`src/rtl/mul_pkg.sv`:
```
// Shared types and defaults for the sequential shift-add multiplier.
package mul_pkg;

  typedef enum logic [1:0] {
    IDLE,
    RUN,
    DONE
  } mul_state_t;

  localparam int MUL_N_DEFAULT = 16;

  function automatic int cnt_w(int n);
    return (n > 1) ? $clog2(n) : 1;
  endfunction

endpackage

```
`src/rtl/mul_seq_ctrl_if.sv`:
```
// Request/response bundle between the core sequencer and mul_seq_ctrl.
interface mul_seq_ctrl_if
  import mul_pkg::*;
#(
  parameter int N = MUL_N_DEFAULT
);

  logic           req_valid;
  logic           req_ready;
  logic [N-1:0]   rs1;
  logic [N-1:0]   rs2;
  logic           kill;
  logic           rsp_valid;
  logic           rsp_ready;
  logic [2*N-1:0] mul_rd;
  logic           busy;

  modport master (
    output req_valid,
    output rs1,
    output rs2,
    output kill,
    output rsp_ready,
    input  req_ready,
    input  rsp_valid,
    input  mul_rd,
    input  busy
  );

  modport slave (
    input  req_valid,
    input  rs1,
    input  rs2,
    input  kill,
    input  rsp_ready,
    output req_ready,
    output rsp_valid,
    output mul_rd,
    output busy
  );

endinterface

```
`src/rtl/mul_seq_adder.sv`:
```
// Single W-bit adder shared across all iterations of the multiplier.
module mul_seq_adder #(
  parameter int W = 32
) (
  input  logic [W-1:0] a,
  input  logic [W-1:0] b,
  output logic [W-1:0] sum
);

  assign sum = a + b;

endmodule

```
`src/rtl/mul_seq_ctrl.sv`:
```
// Shift-add multiplier controller: one multiplier bit per clock.
// Optional early termination: define MUL_SEQ_EARLY_TERM_EN.
module mul_seq_ctrl
  import mul_pkg::*;
#(
  parameter int N = MUL_N_DEFAULT
) (
  input  logic          clk,
  input  logic          rst,
  mul_seq_ctrl_if.slave bus
);

  localparam int W  = 2 * N;
  localparam int CW = cnt_w(N);

  mul_state_t    state_q, state_d;
  logic [W-1:0]  acc_q, acc_d;
  logic [W-1:0]  mcand_q, mcand_d;
  logic [N-1:0]  mplier_q, mplier_d;
  logic [CW-1:0] cnt_q, cnt_d;
  logic          req_ready_q, req_ready_d;
  logic          rsp_valid_q, rsp_valid_d;
  logic          busy_q, busy_d;

  logic [W-1:0]  addend;
  logic [W-1:0]  sum;
  logic          last;

  assign addend = mplier_q[0] ? mcand_q : '0;

  mul_seq_adder #(
    .W(W)
  ) u_add (
    .a  (acc_q),
    .b  (addend),
    .sum(sum)
  );

`ifdef MUL_SEQ_EARLY_TERM_EN
  // Stop once no set multiplier bits remain after this shift.
  assign last = (cnt_q == CW'(N - 1)) ||
                ((mplier_q >> 1) == '0);
`else
  assign last = (cnt_q == CW'(N - 1));
`endif

  always_comb begin
    state_d  = state_q;
    acc_d    = acc_q;
    mcand_d  = mcand_q;
    mplier_d = mplier_q;
    cnt_d    = cnt_q;
    unique case (state_q)
      IDLE: begin
        if (bus.req_valid) begin
          state_d  = RUN;
          mcand_d  = W'(bus.rs1);
          mplier_d = bus.rs2;
          acc_d    = '0;
          cnt_d    = '0;
        end
      end
      RUN: begin
        if (bus.kill) begin
          state_d = IDLE;
        end else begin
          acc_d    = sum;
          mcand_d  = mcand_q << 1;
          mplier_d = mplier_q >> 1;
          cnt_d    = cnt_q + 1'b1;
          if (last) state_d = DONE;
        end
      end
      DONE: begin
        // kill takes priority; either way the product is released.
        if (bus.kill || bus.rsp_ready) state_d = IDLE;
      end
      default: state_d = IDLE;
    endcase
    req_ready_d = (state_d == IDLE);
    rsp_valid_d = (state_d == DONE);
    busy_d      = (state_d != IDLE);
  end

  always_ff @(posedge clk or posedge rst) begin
    if (rst) begin
      state_q     <= IDLE;
      acc_q       <= '0;
      mcand_q     <= '0;
      mplier_q    <= '0;
      cnt_q       <= '0;
      req_ready_q <= 1'b1;
      rsp_valid_q <= 1'b0;
      busy_q      <= 1'b0;
    end else begin
      state_q     <= state_d;
      acc_q       <= acc_d;
      mcand_q     <= mcand_d;
      mplier_q    <= mplier_d;
      cnt_q       <= cnt_d;
      req_ready_q <= req_ready_d;
      rsp_valid_q <= rsp_valid_d;
      busy_q      <= busy_d;
    end
  end

  assign bus.req_ready = req_ready_q;
  assign bus.rsp_valid = rsp_valid_q;
  assign bus.busy      = busy_q;
  assign bus.mul_rd    = acc_q;

endmodule

```
`src/flat_wrapper.sv`:
```
// flat-port wrapper written by rule: the top's interface ports become plain ports
module mul_seq_ctrl_flat import mul_pkg::*;
#(
  parameter int N = MUL_N_DEFAULT
)
  (clk, rst, bus_req_valid, bus_rs1, bus_rs2, bus_kill, bus_rsp_ready, bus_req_ready, bus_rsp_valid, bus_mul_rd, bus_busy);
  mul_seq_ctrl_if #(.N(N)) bus_i ();
  input  logic clk;
  input  logic rst;
  input wire logic [$bits(bus_i.req_valid)-1:0] bus_req_valid;
  input wire logic [$bits(bus_i.rs1)-1:0] bus_rs1;
  input wire logic [$bits(bus_i.rs2)-1:0] bus_rs2;
  input wire logic [$bits(bus_i.kill)-1:0] bus_kill;
  input wire logic [$bits(bus_i.rsp_ready)-1:0] bus_rsp_ready;
  output wire logic [$bits(bus_i.req_ready)-1:0] bus_req_ready;
  output wire logic [$bits(bus_i.rsp_valid)-1:0] bus_rsp_valid;
  output wire logic [$bits(bus_i.mul_rd)-1:0] bus_mul_rd;
  output wire logic [$bits(bus_i.busy)-1:0] bus_busy;
  assign bus_i.req_valid = bus_req_valid;
  assign bus_i.rs1 = bus_rs1;
  assign bus_i.rs2 = bus_rs2;
  assign bus_i.kill = bus_kill;
  assign bus_i.rsp_ready = bus_rsp_ready;
  assign bus_req_ready = bus_i.req_ready;
  assign bus_rsp_valid = bus_i.rsp_valid;
  assign bus_mul_rd = bus_i.mul_rd;
  assign bus_busy = bus_i.busy;
  mul_seq_ctrl #(.N(N)) u_core (.clk(clk), .rst(rst), .bus(bus_i));
endmodule
```
`config.mk`:
```
export PLATFORM = sky130hd
export DESIGN_NAME = mul_seq_ctrl_flat
export DESIGN_NICKNAME = d
export VERILOG_FILES = /design/src/rtl/mul_pkg.sv /design/src/rtl/mul_seq_ctrl_if.sv /design/src/rtl/mul_seq_adder.sv /design/src/rtl/mul_seq_ctrl.sv /design/src/flat_wrapper.sv
export SDC_FILE = /design/constraint.sdc
export NUM_CORES = 1
export LEC_CHECK = 0
export ABC_AREA = 1
export BUFFER_PORTS_ARGS = -buffer_cell sky130_fd_sc_hd__buf_2
export CORE_ASPECT_RATIO = 1.25
export CORE_MARGIN = 2
export CORE_UTILIZATION = 55
export DETAILED_ROUTE_END_ITERATION = 12
export GPL_ROUTABILITY_DRIVEN = 0
export PLACE_DENSITY = 0.76
export SETUP_SLACK_MARGIN = 0.5
export SYNTH_ARGS = -nofsm -noshare
export SYNTH_HDL_FRONTEND = slang
export SYNTH_SLANG_ARGS = --single-unit
```
`constraint.sdc`:
```
create_clock -name clk -period 4.5 [get_ports clk]
set_input_delay 0.675 -clock clk [delete_from_list [all_inputs] [get_ports clk]]
set_output_delay 0.675 -clock clk [all_outputs]
set_load 0.03 [all_outputs]
```
==> results.toml, run 1 <==
[run_status]
outcome = "completed"

[clocking]
max-clock-path-buffers = 2
tritoncts = "built"
cts_htree_levels = 3
post-cts-setup-buffers = 0
cts_repair_resize_count = 0
cts.root.buffer_cell = "clkbuf_16"
insertion_delay_ps = 350
tritoncts_num_sinks = 89
cts_hold_buf = 0
clk_pin_slew_ps = 80
numCtsBuffers = 9

[sta]
hold_ws_ps = 292.3
slew_violations = 0
fin_tns_setup_ps = 0
setup_viol = 0
worstMarginPinSlew_ps = 1064
timing.max_slew.rel_slack_pct = 29.09
final_min_period_over_clock_period_pct = 64.10
hold_viol = 0
achievable-frequency_mhz = 346.7
rsz0062_at_grt = "no"
period_needed_ps = 2884
final.setup_skew_ps = 16.41

[floorplanning]
die_x_um = 99.15
core_region_area_um2 = 11080
io_pins = 72
num_rows = 43
die-area_um2 = 12190
initial_standard_cell_utilization_of_the_core_pct = 56.15
floorplan.die.height_um = 122.9

[synth]
synthAdderAreaFrac_pct = 6.755
post_synth_inst_count = 956
synth_top_family_by_area = "simple AND/OR/NAND/NOR gates"
ys_types = 34
yosys_warnings = 0
synth.net_count = 1026
post_synth.cell_area_avg_um2 = 6.510
mappedNetlistArea_um2 = 6223
synth-compound-area-share_pct = 11.54
postSynthRegisterBits = 89
synth_simple_gate_area_share_pct = 31.56
proportion_of_synthesized_chip_area_in_sequential_cells_pct = 35.81
synth.area.mux_share_pct = 0
synth-xor-area-share_pct = 0.4222

[finish]
layout.cells.most_common_list = "nand2_1 (364), inv_1 (187), dfrtp_1 (88)"
final_common_cell = "nand2_1"
antenna_cells = 0
register_area_um2 = 2228
post_route_cells_drive_above_1_share_pct = 11.07
filler_cell_count = 1043
multiInputGateArea_um2 = 3129
nets = 1086
areaGrowthSynthToFinish_pct = 11.98

[power_and_ir_drop]
static_leakage_nw = 4.251
switching_power_w = 0.001267
power.share.switching_pct = 40.73
p_int_w = 0.001844
power.ir.vdd_worst_v = 0.0003032
share_comb_of_total_power_pct = 36.6
share_seq_of_total_power_pct = 36.0
share_clk_of_total_power_pct = 27.4
power_density_of_the_placed_cells_nw_per_um2 = 446.3

[worst_setup_path]
worst_r2r_endpoint = "u_core.bus.mul_rd[20]"
critPathBufInv = 3
crit_path_top_delay_cell = "dfrtp_1"
logic_depth_of_the_worst_setup_path_including_buffers = 15
critPathMaxFanout = 33
reg2reg_from = "u_core.mplier_q[0]"
top_cell_family_by_delay_on_the_critical_path = "flip-flops"
worst_setup_path_end_kind = "flip-flop"
ff2ff_path_depth = 15
required_ps = 4730
critical_path.most_common_cell = "nand2_1"
path_cells = "nand2_1 -> inv_1 -> ha_1 -> inv_1 -> fa_1 -> inv_1 -> nand3_1 -> nand3_1 -> nand3_1 -> nand3_2 -> nand2_1 -> nand2_1 -> nand2_1 -> nand3_1 -> nand2_1"
critical_path_arrival_ps = 3120
worstSetupPathType = "reg2reg"
slowest_delay_ps = 1050
setup.reg_to_reg.worst_slack_ps = 1620
critPathLaunchType = "flip-flop"

[route]
drt-pass1-iter-count = 5
remaining_routing_drc_violations = 0
drt-vias-per-instance = 5.022
routed_wire_length_per_instance_um = 13.25
routed_wirelength_mm = 15.31
drtIter0Drc = 309
via_count = 5806
drtAntennaViolNets = 0

[global_routing]
grt_usage_pct = 26.70
grt_pass1_vias = 5590
grt_antenna_before_repair = 0
pin_count_of_the_biggest_net_entering_global_routing = 69
grt.overflow.total = 0
first_pass_grt_wire_length_mm = 25.93

[placed_design]
post-dp-hpwl_mm = 11.50
place.port_buffers = 71

[job]
maxCapViolCount = 0

[hold_path]
timing.hold.worst.class = "in2async"
==> worst max-delay path by stage <==
stage / startpoint / end / slack [ps]
finish: u_core.mplier_q[0] / u_core.bus.mul_rd[20] / 1620
global route: u_core.mplier_q[0] / u_core.bus.mul_rd[16] / 1320
CTS: u_core.mplier_q[0] / u_core.bus.mul_rd[20] / 1620
detailed placement: u_core.mplier_q[0] / u_core.bus.mul_rd[20] / 1640
global placement: u_core.mplier_q[0] / u_core.bus.mul_rd[16] / 1780
floorplan: rst / u_core.bus.busy / 1520
==> sequential cells by signal (all words and copies together), names as in the netlist <==
register              flops
u_core.bus.mul_rd        32
u_core.mcand_q           32
u_core.mplier_q          16
u_core.cnt_q              4
u_core.state_q            2
u_core.bus.busy           1
u_core.bus.req_ready      1
u_core.bus.rsp_valid      1
==> power groups by stage <==
stage | clock network (W) | logic [W] | registers, W
final | 0.000852 | 0.00114 | 0.00112
after CTS | 0.000862 | 0.00114 | 0.00112
after global placement | 0 | 0.00112 | 0.00113
after global routing | 0.000901 | 0.00129 | 0.00114
after floorplan | 0 | 0.000774 | 0.00119
after detailed placement | 0 | 0.00113 | 0.00113
==> metrics by stage <==
stage	std cells	util (%)	instance area (um^2)	power, W	setup slack [ps]
floorplan	956	-	6223	0.001968	1520
CTS	1156	62.88	6969	0.003120	1625
finish	1156	62.88	6969	0.003110	1616
global placement	1140	59.86	6634	0.002245	1778
detailed placement	1140	59.86	6634	0.002261	1644
global route	1156	62.88	6969	0.003331	1323
==> metal layers <==
metal  part of all wire (%)  track usage, %  vias up
li1                       -               -     3077
met1                     46           35.24     2543
met2                     46           44.13      148
met3                    4.2           3.844       38
met4                    3.6           11.39        0
met5                      0               0        -
==> cells by family after synthesis <==
family                   count (synthesis)
AO/OA/AOI/OAI                          121
adder cells (fa/ha/maj)                 33
flip-flops                              89
AND/OR/NAND/NOR                        492
XOR/XNOR                                 3
buffers and inverters                  218
==> Yosys cell counts <==
cell type | count | area share [%]
nand2_1 | 364 | 22
o21ai_0 | 28 | 2.3
nor3_1 | 6 | 0.48
a32o_1 | 2 | 0.32
xor2_1 | 1 | 0.14
ha_1 | 32 | 6.4
o21ai_1 | 4 | 0.32
inv_2 | 4 | 0.24
o22ai_1 | 16 | 1.6
inv_1 | 188 | 11
nor2_1 | 62 | 3.7
buf_6 | 2 | 0.36
nand3_1 | 40 | 3.2
o211ai_1 | 15 | 1.8
clkbuf_1 | 8 | 0.48
buf_4 | 5 | 0.60
a22o_1 | 2 | 0.28
a21oi_1 | 32 | 2.6
a21o_1 | 1 | 0.12
fa_1 | 1 | 0.32
nand2_2 | 9 | 0.90
o31ai_1 | 2 | 0.24
o21bai_1 | 3 | 0.36
buf_2 | 11 | 0.88
dfrtp_1 | 88 | 35
o21ai_2 | 1 | 0.14
nand4_1 | 3 | 0.30
nand3_2 | 2 | 0.32
or2_2 | 1 | 0.10
a31oi_1 | 15 | 1.5
dfstp_2 | 1 | 0.42
xnor2_1 | 2 | 0.28
nor2_2 | 3 | 0.30
nand3b_1 | 2 | 0.24
==> worst register-to-register path, delay by kind of cell, from the launching register on <==
kind | cells | cell delay [ps]
adder cells (fa/ha/maj) | 2 | 570
flip-flops | 1 | 1050
buffers and inverters | 3 | 290
AND/OR/NAND/NOR | 10 | 880
==> layout make-up <==
cell class                 instances  area share [%]
multi-input combinational        649           44.90
sequential                        89           31.97
clock inverter                     6           1.382
tap                              135           2.424
inverter                         192           10.36
clock buffer                      10           3.429
timing repair buffer              75           5.530
Note: power is estimated with default switching activity, not from simulation.
==> run 2: changes to the inputs <==
--- a/config.mk
+++ b/config.mk
@@ -5,14 +5,14 @@
 export SDC_FILE = /design/constraint.sdc
 export NUM_CORES = 1
 export LEC_CHECK = 0
-export ABC_AREA = 1
+export ABC_AREA = 0
 export BUFFER_PORTS_ARGS = -buffer_cell sky130_fd_sc_hd__buf_2
 export CORE_ASPECT_RATIO = 1.25
 export CORE_MARGIN = 2
 export CORE_UTILIZATION = 55
 export DETAILED_ROUTE_END_ITERATION = 12
 export GPL_ROUTABILITY_DRIVEN = 0
-export PLACE_DENSITY = 0.76
+export PLACE_DENSITY = 0.77
 export SETUP_SLACK_MARGIN = 0.5
 export SYNTH_ARGS = -nofsm -noshare
 export SYNTH_HDL_FRONTEND = slang
==> constraint.sdc (replaced) <==
create_clock -name clk -period 2.8 [get_ports clk]
set_input_delay 0.42 -clock clk [delete_from_list [all_inputs] [get_ports clk]]
set_output_delay 0.42 -clock clk [all_outputs]
set_load 0.03 [all_outputs]
==> run 2 against run 1 <==
Synthesized area shrank 12%. Power increased by 60%. Via count down 11%. Worst hold slack worse by 57 ps. Core utilization rose by 11 points. Critical endpoint is now u_core.bus.mul_rd[16].
==> results.toml, run 2 <==
[synth]
synth.largest_area_cell = "dfrtp_1"
mappedNetlistArea_um2 = 5495
ys_dominant_reg_cell = "dfrtp_1"
asyncSetResetFlopFracSynth_pct = 100.0
yosys_warnings = 0
post_synth.cell_area_avg_um2 = 9.023
proportion_of_synthesized_chip_area_in_sequential_cells_pct = 40.55
post_synth_inst_count = 609
synth.net_count = 679
leading_cell_type_by_number_of_instances_after_synthesis = "nand2_1"
yosys.area.top_type_share_pct = 40.07
synth_top_cells_by_area = "dfrtp_1 (40%), ha_1 (7.3%), nand2_1 (6.4%)"
ys_types = 56
postSynthRegisterBits = 89
synth_common_cells = "nand2_1 (93), dfrtp_1 (88), o21ai_0 (62)"
synth_enable_flop_cells = 0

[route]
drtIter0Drc = 363
remaining_routing_drc_violations = 0
routed_wire_length_per_instance_um = 19.24
drt-pass1-iter-count = 5
drtAntennaViolNets = 0
via_count = 5159
routed_wirelength_mm = 15.74
drt-vias-per-instance = 6.307

[global_routing]
global_route.usage.met3_pct = 5.592
grtUsageMet1_pct = 35.05
grt_pass1_vias = 4970
grt_antenna_before_repair = 0
grt_usage_pct = 28.16
grt-busiest-layer = "met2"
grt_use_met2_pct = 47.29
grt.overflow.total = 0
pin_count_of_the_biggest_net_entering_global_routing = 76
first_pass_grt_wire_length_mm = 24.01

[worst_setup_path]
critPathMaxFanout = 7
critical_path_arrival_ps = 2870
crit_path_top_delay_cell = "dfrtp_2"
worstSetupPathType = "reg2reg"
slowest_delay_ps = 470
critical_path.most_common_cell = "buf_6"
top_cell_family_by_delay_on_the_critical_path = "compound AO/OA/AOI/OAI gates"
path_cells = "buf_6 -> and2_1 -> ha_4 -> a21o_1 -> buf_4 -> nor2_1 -> nand2_1 -> o21ai_4 -> buf_6 -> o21ai_2 -> xnor2_1 -> o21ai_1"
worst_setup_path_end_kind = "flip-flop"
critPathBufInv = 3
required_ps = 3030
critPathLaunchType = "flip-flop"

[floorplanning]
io_pins = 72
num_rows = 40
floorplan.die.height_um = 115.8
core_region_area_um2 = 9659
initial_standard_cell_utilization_of_the_core_pct = 56.89
die_x_um = 93.41
die-area_um2 = 10810

[job]
maxCapViolCount = 0

[sta]
fin_tns_setup_ps = 0
worstMarginPinSlew_ps = 882.6
rsz0062_at_grt = "yes"
final.setup_skew_ps = 10.79
hold_viol = 0
slew_violations = 0
period_needed_ps = 2647
timing.max_slew.rel_slack_pct = 41.04
setup_viol = 0
final_min_period_over_clock_period_pct = 94.54
hold_ws_ps = 235.7
achievable-frequency_mhz = 377.8

[clocking]
numCtsBuffers = 9
cts_hold_buf = 0
max-clock-path-buffers = 2
tritoncts_num_sinks = 89
tritoncts = "built"
insertion_delay_ps = 350
cts_htree_levels = 3
cts.root.buffer_cell = "clkbuf_16"
clk_pin_slew_ps = 70

[finish]
final_common_cell = "nand2_1"
layout.cells.non_filler = 818
layout.cells.most_common_list = "nand2_1 (89), dfrtp_1 (86), buf_2 (72)"
areaGrowthSynthToFinish_pct = 29.28
nets = 758
antenna_cells = 0
post_route_cells_drive_above_1_share_pct = 32.66

[power_and_ir_drop]
power_density_of_the_placed_cells_nw_per_um2 = 700.4
p_total_w = 0.004976
static_leakage_nw = 3.188
power.ir.vdd_worst_v = 0.0004024

[placed_design]
post-dp-hpwl_mm = 9.946
place.port_buffers = 71
placed_instances = 784

[hold_path]
timing.hold.worst.class = "in2async"

[run_status]
outcome = "completed"
[run 2: cell types whose count changed after synthesis, sizes merged, moves of 8 or more]
| cell | previous run | this run |
|---|---|---|
| a21oi | 32 | 40 |
| a22o | 2 | 20 |
| and2 | 0 | 32 |
| inv | 192 | 14 |
| mux2i | 0 | 31 |
| nand2 | 373 | 93 |
| nand3 | 42 | 6 |
| nor2 | 65 | 27 |
| o211ai | 15 | 2 |
| o21ai | 33 | 78 |
| o22ai | 16 | 0 |
| xnor2 | 2 | 16 |
| xor2 | 1 | 13 |
[run 2: timing repair]
item                                   in CTS  in global routing
resized for setup                          61                 50
endpoints found under the hold margin       0                  0
pin swaps                                  23                 19
cloned                                      1                  0
setup endpoints to repair                  20                 22
setup buffers                               9                  9
[run 2: area by class of cell]
type | count | area, um^2
clock buffer | 9 | 225.2
clock inverter | 6 | 92.59
fill | 614 | 2555
inverter | 14 | 56.30
multi-input combinational | 470 | 3690
sequential | 89 | 2231
tap | 126 | 157.7
timing repair buffer | 104 | 651.9
[run 2: where the power goes]
| group | internal, W | switching [W] |
|---|---|---|
| sequential | 0.00155 | 0.000257 |
| clock | 0.000783 | 0.000532 |
| combinational | 0.000759 | 0.00110 |
| total | 0.00309 | 0.00189 |
[run 2: stage by stage]
step	setup slack [ps]	util (%)	area [um^2]
2_1_floorplan	389.3	-	5633
5_1_grt	82.07	73.55	7104
4_1_cts	245.8	70.56	6815
3_3_place_gp	201.7	63.28	6112
3_5_place_dp	151.8	63.28	6112
6_report	152.9	73.55	7104
[run 2: logic make-up (layout without fill, tap and decap cells)]
kind of cell | Yosys count | count (layout) | share of synthesized area (%)
simple gates | 188 | 188 | 15.89
mux | 31 | 31 | 5.647
xor+xnor | 29 | 29 | 4.622
buf+inv | 50 | 133 | 3.848
fa+ha+maj | 33 | 33 | 7.650
flops | 89 | 89 | 40.55
compound gates | 189 | 189 | 21.79
[run 2: worst register-to-register path, cell delays in order (launching register included)]
cell and delay, ps:
dfrtp_2 470, buf_6 160, and2_1 160, ha_4 280, a21o_1 240, buf_4 150
nor2_1 120, nand2_1 120, o21ai_4 320, buf_6 170, o21ai_2 70, xnor2_1 190
o21ai_1 80
[run 2: final timing paths]
path | startpoint | to | slack, ps | depth (start not counted)
max reg2reg | u_core.mplier_q[0] | u_core.bus.mul_rd[16] | 150 | 12
max | u_core.mplier_q[0] | u_core.bus.mul_rd[16] | 150 | 12
min reg2reg | u_core.mplier_q[13] | u_core.mplier_q[13] | 480 | 2
min | rst | u_core.mcand_q[3] | 240 | 2
max in group asynchronous | rst | u_core.mcand_q[21] | 1820 | 3
min in group clk | bus_kill | u_core.bus.rsp_valid | 270 | 2
[run 2: routing by layer]
metal / routed length [um] / vias to the layer above / share of wire, %
met1: 6258 / 2499 / 40
met5: 0 / - / 0
met4: 723 / 0 / 4.6
li1: - / 2331 / -
met2: 7721 / 256 / 49
met3: 1037 / 73 / 6.6
==> run 3: changes to the inputs <==
--- a/config.mk
+++ b/config.mk
@@ -5,14 +5,14 @@
 export SDC_FILE = /design/constraint.sdc
 export NUM_CORES = 1
 export LEC_CHECK = 0
-export ABC_AREA = 0
+export ABC_AREA = 1
 export BUFFER_PORTS_ARGS = -buffer_cell sky130_fd_sc_hd__buf_2
 export CORE_ASPECT_RATIO = 1.25
 export CORE_MARGIN = 2
 export CORE_UTILIZATION = 55
 export DETAILED_ROUTE_END_ITERATION = 12
 export GPL_ROUTABILITY_DRIVEN = 0
-export PLACE_DENSITY = 0.77
+export PLACE_DENSITY = 0.76
 export SETUP_SLACK_MARGIN = 0.5
 export SYNTH_ARGS = -nofsm -noshare
 export SYNTH_HDL_FRONTEND = slang
==> run 3 against run 2 <==
Non-clock buffer count fell by 20. Largest power group unchanged. Fmax rose by 18%. Highest routed layer unchanged. Worst hold slack got worse by 110 ps. Core utilization fell by 4.4 points. Sequential share of layout area fell by 2.3 points.
==> results.toml, run 3 (same netlist as run 1, synthesis figures left out) <==
[finish]
multiInputGateArea_um2 = 3704
design_area_um2 = 7661
antenna_cells = 0
areaGrowthSynthToFinish_pct = 23.10
post_route_cells_drive_above_1_share_pct = 21.46
nets = 1095
filler_cell_count = 931
layout.cells.most_common_list = "nand2_1 (335), inv_1 (183), dfrtp_1 (87)"
register_area_um2 = 2230
layout.cells.non_filler = 1165
final_common_cell = "nand2_1"

[worst_setup_path]
slowest_delay_ps = 490
critPathMaxFanout = 16
reg2reg_from = "u_core.mplier_q[0]"
critPathBufInv = 4
worst_r2r_endpoint = "u_core.bus.mul_rd[28]"
path_cells = "buf_6 -> buf_16 -> nand2_1 -> inv_1 -> ha_4 -> nand2_2 -> inv_1 -> a21oi_2 -> nand2_1 -> a21oi_2 -> nand3_1 -> nand3_1 -> nand2_1"
critical_path_arrival_ps = 2490
critical_path.most_common_cell = "nand2_1"
crit_path_top_delay_cell = "dfrtp_2"
cp-endpoint = "u_core.bus.mul_rd[28]"
critPathLaunchType = "flip-flop"
required_ps = 3050
worst_setup_path_end_kind = "flip-flop"
setup.reg_to_reg.worst_slack_ps = 560
logic_depth_of_the_worst_setup_path_including_buffers = 13
top_cell_family_by_delay_on_the_critical_path = "simple AND/OR/NAND/NOR gates"
crit_start = "u_core.mplier_q[0]"
worstSetupPathType = "reg2reg"
ff2ff_path_depth = 13

[sta]
achievable-frequency_mhz = 446.4
setup_viol = 0
fin_tns_setup_ps = 0
period_needed_ps = 2240
final.setup_skew_ps = 8.940
timing.max_slew.rel_slack_pct = 51.22
hold_viol = 0
worstMarginPinSlew_ps = 730.7
slew_violations = 0
final_min_period_over_clock_period_pct = 80.00
rsz0062_at_grt = "yes"

[power_and_ir_drop]
p_int_w = 0.003108
share_comb_of_total_power_pct = 44.4
static_leakage_nw = 4.319
switching_power_w = 0.002336
power.share.switching_pct = 42.91
share_clk_of_total_power_pct = 22.4
power.ir.vdd_worst_v = 0.0003796
power_density_of_the_placed_cells_nw_per_um2 = 710.5
share_seq_of_total_power_pct = 33.2
p_total_w = 0.005444

[clocking]
tritoncts_num_sinks = 89
insertion_delay_ps = 360
max-clock-path-buffers = 2
clk_pin_slew_ps = 70
cts.root.buffer_cell = "clkbuf_16"
numCtsBuffers = 9
tritoncts = "built"
cts_htree_levels = 3

[global_routing]
grt_pass1_vias = 5586
grt_usage_pct = 26.59
first_pass_grt_wire_length_mm = 25.90
pin_count_of_the_biggest_net_entering_global_routing = 78
grt_antenna_before_repair = 0
grt.overflow.total = 0

[floorplanning]
io_pins = 72
floorplan.die.height_um = 122.9
die_x_um = 99.15
die-area_um2 = 12190
num_rows = 43
initial_standard_cell_utilization_of_the_core_pct = 56.15
core_region_area_um2 = 11080

[placed_design]
dpl_cell_area_um2 = 6656
post-dp-hpwl_mm = 11.54
place.port_buffers = 71
placed_instances = 1141

[route]
remaining_routing_drc_violations = 0
drtIter0Drc = 412
routed_wirelength_mm = 16.84
via_count = 6106
drtAntennaViolNets = 0
drt-vias-per-instance = 5.241
routed_wire_length_per_instance_um = 14.46
drt-pass1-iter-count = 5

[job]
maxCapViolCount = 0

[hold_path]
timing.hold.worst.class = "in2async"

[run_status]
outcome = "completed"
[run 3: area by class of cell]
| class | instances | area share, % |
|---|---|---|
| Clock buffer | 9 | 2.940 |
| Clock inverter | 7 | 0.9472 |
| Inverter | 192 | 9.456 |
| Multi-Input combinational cell | 649 | 48.34 |
| Sequential cell | 89 | 29.10 |
| Tap cell | 135 | 2.205 |
| Timing Repair Buffer | 84 | 7.006 |
[run 3: per-layer routing]
metal	part of all wire, %	GRT usage (%)
met5	0	0
met4	2.5	8.990
met3	5.2	4.014
met2	50	45.95
met1	43	34.22
[run 3: power by group through the flow]
stage	sequential, W	combinational [W]	clock, W
after floorplan	0.00192	0.00124	0
after global placement	0.00176	0.00185	0
after detailed placement	0.00177	0.00188	0
after CTS	0.00175	0.00195	0.00124
after global routing	0.00184	0.00265	0.00128
final	0.00181	0.00242	0.00122
[run 3: worst min-delay path by stage]
stage / startpoint / to / cells past startpoint
after floorplan: u_core.mplier_q[15] / u_core.mplier_q[15] / 2
after global placement: u_core.state_q[0] / u_core.bus.rsp_valid / 1
after detailed placement: u_core.state_q[0] / u_core.bus.rsp_valid / 1
after CTS: rst / u_core.bus.mul_rd[18] / 2
after global routing: rst / u_core.mcand_q[7] / 2
final: rst / u_core.mcand_q[7] / 2
[run 3: what timing repair did]
action | 4_1_cts | 5_1_grt
hold buffers | 0 | 0
setup buffers | 0 | 5
gates cloned | 1 | 2
pin swaps | 0 | 20
gates resized for setup | 5 | 129
setup endpoints to repair | 9 | 18
[run 3: through the flow]
stage,utilization [%],hold slack [ps],setup slack (ps)
6_report,69.12,120.7,560.0
5_1_grt,69.12,161.3,432.7
4_1_cts,63.20,136.9,506.5
3_5_place_dp,60.06,456.1,345.4
3_3_place_gp,60.06,468.4,453.6
2_1_floorplan,-,442.2,502.0
[run 3: worst reg2reg max path, stage by stage (launching register included)]
cell and delay [ps]:
dfrtp_2 490, buf_6 160, buf_16 140, nand2_1 110
inv_1 90, ha_4 240, nand2_2 120, inv_1 90
a21oi_2 170, nand2_1 120, a21oi_2 150, nand3_1 80
nand3_1 100, nand2_1 70
